===== config.mk =====
export PLATFORM = sky130hd
export DESIGN_NAME = raster_walker
export DESIGN_NICKNAME = d
export VERILOG_FILES = /design/src/rtl/raster_walker.sv
export SDC_FILE = /design/constraint.sdc
export NUM_CORES = 2
export LEC_CHECK = 0
export ABC_CLOCK_PERIOD_IN_PS = 6100
export CORE_ASPECT_RATIO = 0.8
export CORE_MARGIN = 2
export CORE_UTILIZATION = 50
export CTS_CLUSTER_SIZE = 30
export DETAILED_ROUTE_END_ITERATION = 7
export MAX_ROUTING_LAYER = met4
export PLACE_DENSITY = 0.79
export SLEW_MARGIN = 20
export SYNTH_ARGS = -nofsm -noshare
export SYNTH_HDL_FRONTEND = slang
export SYNTH_SLANG_ARGS = --single-unit

===== constraint.sdc =====
create_clock -name clk -period 6.1 [get_ports clk]
set_input_delay 0.915 -clock clk [delete_from_list [all_inputs] [get_ports clk]]
set_output_delay 0.915 -clock clk [all_outputs]
set_load 0.01 [all_outputs]

===== src/rtl/raster_walker.sv =====
// raster_walker: walks a triangle bounding box in raster order, one pixel per
// clock, stepping three edge functions incrementally and emitting covered
// pixels as fragments on a valid/ready stream.
module raster_walker #(
    parameter int INCLUSIVE = 1,
    parameter int CW        = 16,
    parameter int EW        = 32
) (
    input  logic                 clk,
    input  logic                 rst_n,
    input  logic                 start,
    input  logic signed [CW-1:0] xmin,
    input  logic signed [CW-1:0] xmax,
    input  logic signed [CW-1:0] ymin,
    input  logic signed [CW-1:0] ymax,
    input  logic signed [EW-1:0] e1_0,
    input  logic signed [EW-1:0] e2_0,
    input  logic signed [EW-1:0] e3_0,
    input  logic signed [EW-1:0] sx1,
    input  logic signed [EW-1:0] sx2,
    input  logic signed [EW-1:0] sx3,
    input  logic signed [EW-1:0] sy1,
    input  logic signed [EW-1:0] sy2,
    input  logic signed [EW-1:0] sy3,
    output logic                 frag_valid,
    input  logic                 frag_ready,
    output logic signed [CW-1:0] frag_x,
    output logic signed [CW-1:0] frag_y,
    output logic signed [EW-1:0] frag_e1,
    output logic signed [EW-1:0] frag_e2,
    output logic signed [EW-1:0] frag_e3,
    output logic                 busy,
    output logic                 done
);

    typedef enum logic [1:0] {
        IDLE  = 2'd0,
        SCAN  = 2'd1,
        FLUSH = 2'd2
    } state_t;

    state_t state, state_next;

    logic signed [CW-1:0] x_min_r, x_max_r, y_max_r;
    logic signed [CW-1:0] cur_x, cur_y;
    logic signed [EW-1:0] sx1_r, sx2_r, sx3_r, sy1_r, sy2_r, sy3_r;
    logic signed [EW-1:0] cur_e1, cur_e2, cur_e3;
    logic signed [EW-1:0] row_e1, row_e2, row_e3;

    logic       slot_free, covered, last_col, last_row, empty_box;
    logic [2:0] nonneg, positive;

    // Coverage test and scan-position flags for the current pixel
    always_comb begin
        nonneg    = {~cur_e1[EW-1], ~cur_e2[EW-1], ~cur_e3[EW-1]};
        positive  = nonneg & {|cur_e1, |cur_e2, |cur_e3};
        covered   = (INCLUSIVE != 0) ? &nonneg : &positive;
        slot_free = !frag_valid || frag_ready;
        last_col  = (cur_x == x_max_r);
        last_row  = (cur_y == y_max_r);
        empty_box = (xmin > xmax) || (ymin > ymax);
    end

    // State register
    always_ff @(posedge clk) begin
        if (!rst_n) state <= IDLE;
        else        state <= state_next;
    end

    // Next-state logic
    always_comb begin
        state_next = state;
        case (state)
            IDLE:    if (start) state_next = empty_box ? FLUSH : SCAN;
            SCAN:    if (slot_free && last_col && last_row) state_next = FLUSH;
            FLUSH:   if (slot_free) state_next = IDLE;
            default: state_next = IDLE;
        endcase
    end

    // State-decoded outputs
    always_comb begin
        busy = (state == SCAN) || (state == FLUSH);
    end

    // Datapath: triangle latch, incremental edge stepping, fragment register
    always_ff @(posedge clk) begin
        if (!rst_n) begin
            x_min_r    <= '0;
            x_max_r    <= '0;
            y_max_r    <= '0;
            cur_x      <= '0;
            cur_y      <= '0;
            sx1_r      <= '0;
            sx2_r      <= '0;
            sx3_r      <= '0;
            sy1_r      <= '0;
            sy2_r      <= '0;
            sy3_r      <= '0;
            cur_e1     <= '0;
            cur_e2     <= '0;
            cur_e3     <= '0;
            row_e1     <= '0;
            row_e2     <= '0;
            row_e3     <= '0;
            frag_valid <= 1'b0;
            frag_x     <= '0;
            frag_y     <= '0;
            frag_e1    <= '0;
            frag_e2    <= '0;
            frag_e3    <= '0;
            done       <= 1'b0;
        end else begin
            done <= 1'b0;
            case (state)
                IDLE: begin
                    if (start) begin
                        x_min_r <= xmin;
                        x_max_r <= xmax;
                        y_max_r <= ymax;
                        cur_x   <= xmin;
                        cur_y   <= ymin;
                        sx1_r   <= sx1;
                        sx2_r   <= sx2;
                        sx3_r   <= sx3;
                        sy1_r   <= sy1;
                        sy2_r   <= sy2;
                        sy3_r   <= sy3;
                        cur_e1  <= e1_0;
                        cur_e2  <= e2_0;
                        cur_e3  <= e3_0;
                        row_e1  <= e1_0;
                        row_e2  <= e2_0;
                        row_e3  <= e3_0;
                    end
                end
                SCAN: begin
                    if (slot_free) begin
                        frag_valid <= covered;
                        if (covered) begin
                            frag_x  <= cur_x;
                            frag_y  <= cur_y;
                            frag_e1 <= cur_e1;
                            frag_e2 <= cur_e2;
                            frag_e3 <= cur_e3;
                        end
                        if (!last_col) begin
                            cur_x  <= cur_x + CW'(1);
                            cur_e1 <= cur_e1 + sx1_r;
                            cur_e2 <= cur_e2 + sx2_r;
                            cur_e3 <= cur_e3 + sx3_r;
                        end else if (!last_row) begin
                            cur_x  <= x_min_r;
                            cur_y  <= cur_y + CW'(1);
                            row_e1 <= row_e1 + sy1_r;
                            row_e2 <= row_e2 + sy2_r;
                            row_e3 <= row_e3 + sy3_r;
                            cur_e1 <= row_e1 + sy1_r;
                            cur_e2 <= row_e2 + sy2_r;
                            cur_e3 <= row_e3 + sy3_r;
                        end
                    end
                end
                FLUSH: begin
                    if (slot_free) begin
                        frag_valid <= 1'b0;
                        done       <= 1'b1;
                    end
                end
                default: ;
            endcase
        end
    end

endmodule


==> metrics.md <==
| Metric | Value |
|---|---|
| Initial antenna violation count | `13` |
| Mapped Nets | `about 5.1k` |
| Worst min-delay path endpoint | `x_min_r[9]` |
| Post-synth cell types | `between 90 and 100` |
| Fill cell count | `around 6.0k` |
| Critical path class | `flip-flop to flip-flop` |
| Core Util, Final | `61.6%` |
| Hold Crit Depth | `2` |
| Synth area leader | `dfxtp_1` |
| Storage element area | `roughly 0.012 mm^2` |
| Number of global-route vias before repair | `31.5k` |
| Ranking of synthesized cells by area | `dfxtp_1 (35%), nand2_1 (11%), a21oi_1 (9.9%)` |
| Reg clk slew, reported paths | `around 0.060 ns` |
| Layout area overhead | `21.6%` |
| Final Hold Violating Endpoints | `0` |
| Worst slew margin | `12.3%` |
| PortBufs | `486` |
| DRT iter0 DRCs | `~3.3k` |
| Cell area after synthesis | `approximately 0.034 mm^2` |
| Crit path from | `cur_y[11]` |
| Register area share after synthesis | `approximately a third` |
| Final Non-Filler Cells | `roughly 5.7k` |
| Commonest non-fill, non-tap cell in the layout | `nand2_1` |
| Final Power | `between 10 and 15 mW` |
| Placeable core region | `about 0.068 mm^2` |
| Row count | `85` |
| Final setup fails | `0` |
| Final period utilization | `between 60% and 70%` |
| Initial Util | `50.6%` |
| Drt wl/cell | `~20 um` |
| Die height | `238 um` |
| Critical Path RT | `around 6.6 ns` |
| I/O pins | `487` |
| P per Cell Area | `approximately 300 mW/mm^2` |
| Dpl cells | `roughly 5.6k` |
| Seq cells post-synth | `roughly 600` |
| Num CTS Buffers | `61` |
| Hold WC Path Type | `flip-flop to flip-flop` |
| Worst-skew pair later-pin latency | `0.64 ns` |
| Post-synthesis area per instance | `7.66 um^2` |
| H-Tree Depth | `2` |
| DR vias | `~34k` |
| Critical Path End Type | `flip-flop` |
| CTS Hold Bufs | `0` |
| Tmin final | `around 3.9 ns` |
| Depth of the most critical reg-to-reg path | `11` |
| WHS | `between 0.4 and 0.5 ns` |
| Area of the multi-input gates | `~0.021 mm^2` |
| Initial DRT Pass Iterations | `7` |
| Setup TNS | `0 ns` |
| Max_cap viols | `0` |
| Largest net degree at the start of global routing | `roughly 230` |
| TritonCTS clock tree | `built` |
| Crit path launch type | `flip-flop` |
| Clock Root Buffer | `clkbuf_16` |
| Die W | `296 um` |
| Via density | `about 5.9` |
| Routed Wire Length | `about 110000 um` |
| Asr flop ratio synth | `0%` |
| FF-to-FF End | `cur_e2[19]` |
| Placed inst area | `a little under 0.04 mm^2` |
| Routed Antenna Nets | `0` |
| DP HPWL | `between 80000 and 90000 um` |
| First-pass GRT wire length | `174000 um` |
| Outcome | `completed` |
| CTS Buffer Depth | `3` |
| Synth Flop Type | `dfxtp_1` |
| # nets final | `roughly 5.3k` |
| Yosys warning count | `0` |
| HP Start | `x_min_r[9]` |
| Total GRT Usage | `roughly a third` |
| Place WS | `about 1.7 ns` |
| Number of flops mapped to enable cells by yosys | `0` |
| Clock Skew | `approximately 0.03 ns` |
| Post-Syn Instances | `between 4k and 5k` |
| Die area | `0.0705 mm^2` |
| Slew @ Worst Pin | `between 1 and 1.5 ns` |
| Reg2reg setup slack | `roughly 2.2 ns` |
| Max FO, Critical Path | `44` |
| Leakage | `~17 nW` |
| Global placer's final weighted congestion | `0.973` |
| Final Cell Area | `between 0.04 and 0.05 mm^2` |
| Setup Fix Bufs, Post-CTS | `0` |
| CTS Sinks | `approximately 600` |
| Final setup margin | `approximately 2.2 ns` |
| # DRC | `0` |
| Gr ovfl total | `0` |
| Reg-to-Reg Start | `cur_y[11]` |
| Post_cts resized | `0` |
| Most frequent cells in the layout | `nand2_1 (974), a21oi_1 (675), dfxtp_1 (596)` |
| RSZ-0062 raised after global routing | `no` |
| Slew Viols, Final | `0` |
| Crit path DAT | `between 4 and 5 ns` |
| Peak supply drop | `0.175 mV` |
| Share of cells above drive strength 1 | `roughly 4.3%` |
| Top cell type's share of synthesized area | `a little over a third` |
| Max Fclk | `between 200 and 300 MHz` |
-- cells by family after synthesis --
logic type	Yosys count	share of synthesized area [%]
xor+xnor	188	4.84
flops	596	34.9
fa+ha+maj	229	8.51
buf+inv	366	4.20
simple gates	1587	20.0
mux	53	1.56
compound gates	1446	26.0
-- worst max-delay path by stage --
stage	endpoint	slack, ns	cells past startpoint
2_1_floorplan	cur_e3[24]	3.29	13
3_3_place_gp	row_e3[30]	1.73	8
3_5_place_dp	row_e3[30]	1.66	8
4_1_cts	row_e1[22]	2.17	8
5_1_grt	cur_e2[19]	2.16	11
6_report	cur_e2[19]	2.21	11
-- sequential cells by signal, indices dropped and copies added (netlist names), 32 cells and up --
signal	cells
cur_e1	32
cur_e2	32
cur_e3	32
frag_e1	32
frag_e2	32
frag_e3	32
row_e1	32
row_e2	32
row_e3	32
sx1_r	32
sx2_r	32
sx3_r	32
sy1_r	32
sy2_r	32
sy3_r	32
-- power breakdown --
group	internal [mW]	switching, mW
clock	2.28	1.69
sequential	4.35	0.416
combinational	1.41	2.21
total	8.03	4.31
-- critical path, cell delays in order, from the launching register on --
cell	delay, ns
dfxtp_1	0.53
xnor2_1	0.18
nand4_1	0.10
nor4_1	0.75
nand2_1	0.19
nand2_1	0.21
a21o_4	0.59
buf_4	0.46
nor2_1	0.25
o21ai_0	0.15
a21oi_1	0.06
nor4_1	0.30
-- layer usage --
layer	wire (um)	track usage (%)	vias up
li1	-	-	16365
met1	50600	43.3	15759
met2	50100	48.2	1363
met3	10000	5.37	236
met4	3490	10.4	0
met5	0	-	-
-- synth_stat cells (all sizes together), types with 10 or more instances --
master and count:
nor2 227, a21oi 680, inv 79, nor2b 54, o21ai 227, buf 60, o21a 30, or3 16
nand4 40, nor3 59, nand2 977, dfxtp 596, nand3 62, o22ai 24, nor4 16, xor2 67
o311ai 12, o21bai 26, nand2b 46, mux2i 51, and4 10, a21o 109, a31oi 36, ha 223
a221oi 10, xnor2 121, clkbuf 226, o211ai 63, and2 21, o31ai 11, and3 38, a211oi 110
-- cell type report --
| type | count | share of cell area, % |
|---|---|---|
| antenna | 13 | 0.0782 |
| sequential | 596 | 28.7 |
| clock buffer | 74 | 4.00 |
| tap | 913 | 2.75 |
| inverter | 80 | 0.746 |
| timing repair buffer | 520 | 12.5 |
| clock inverter | 35 | 1.01 |
| multi-input combinational | 3503 | 50.3 |
(Power assumes the default switching activity.)
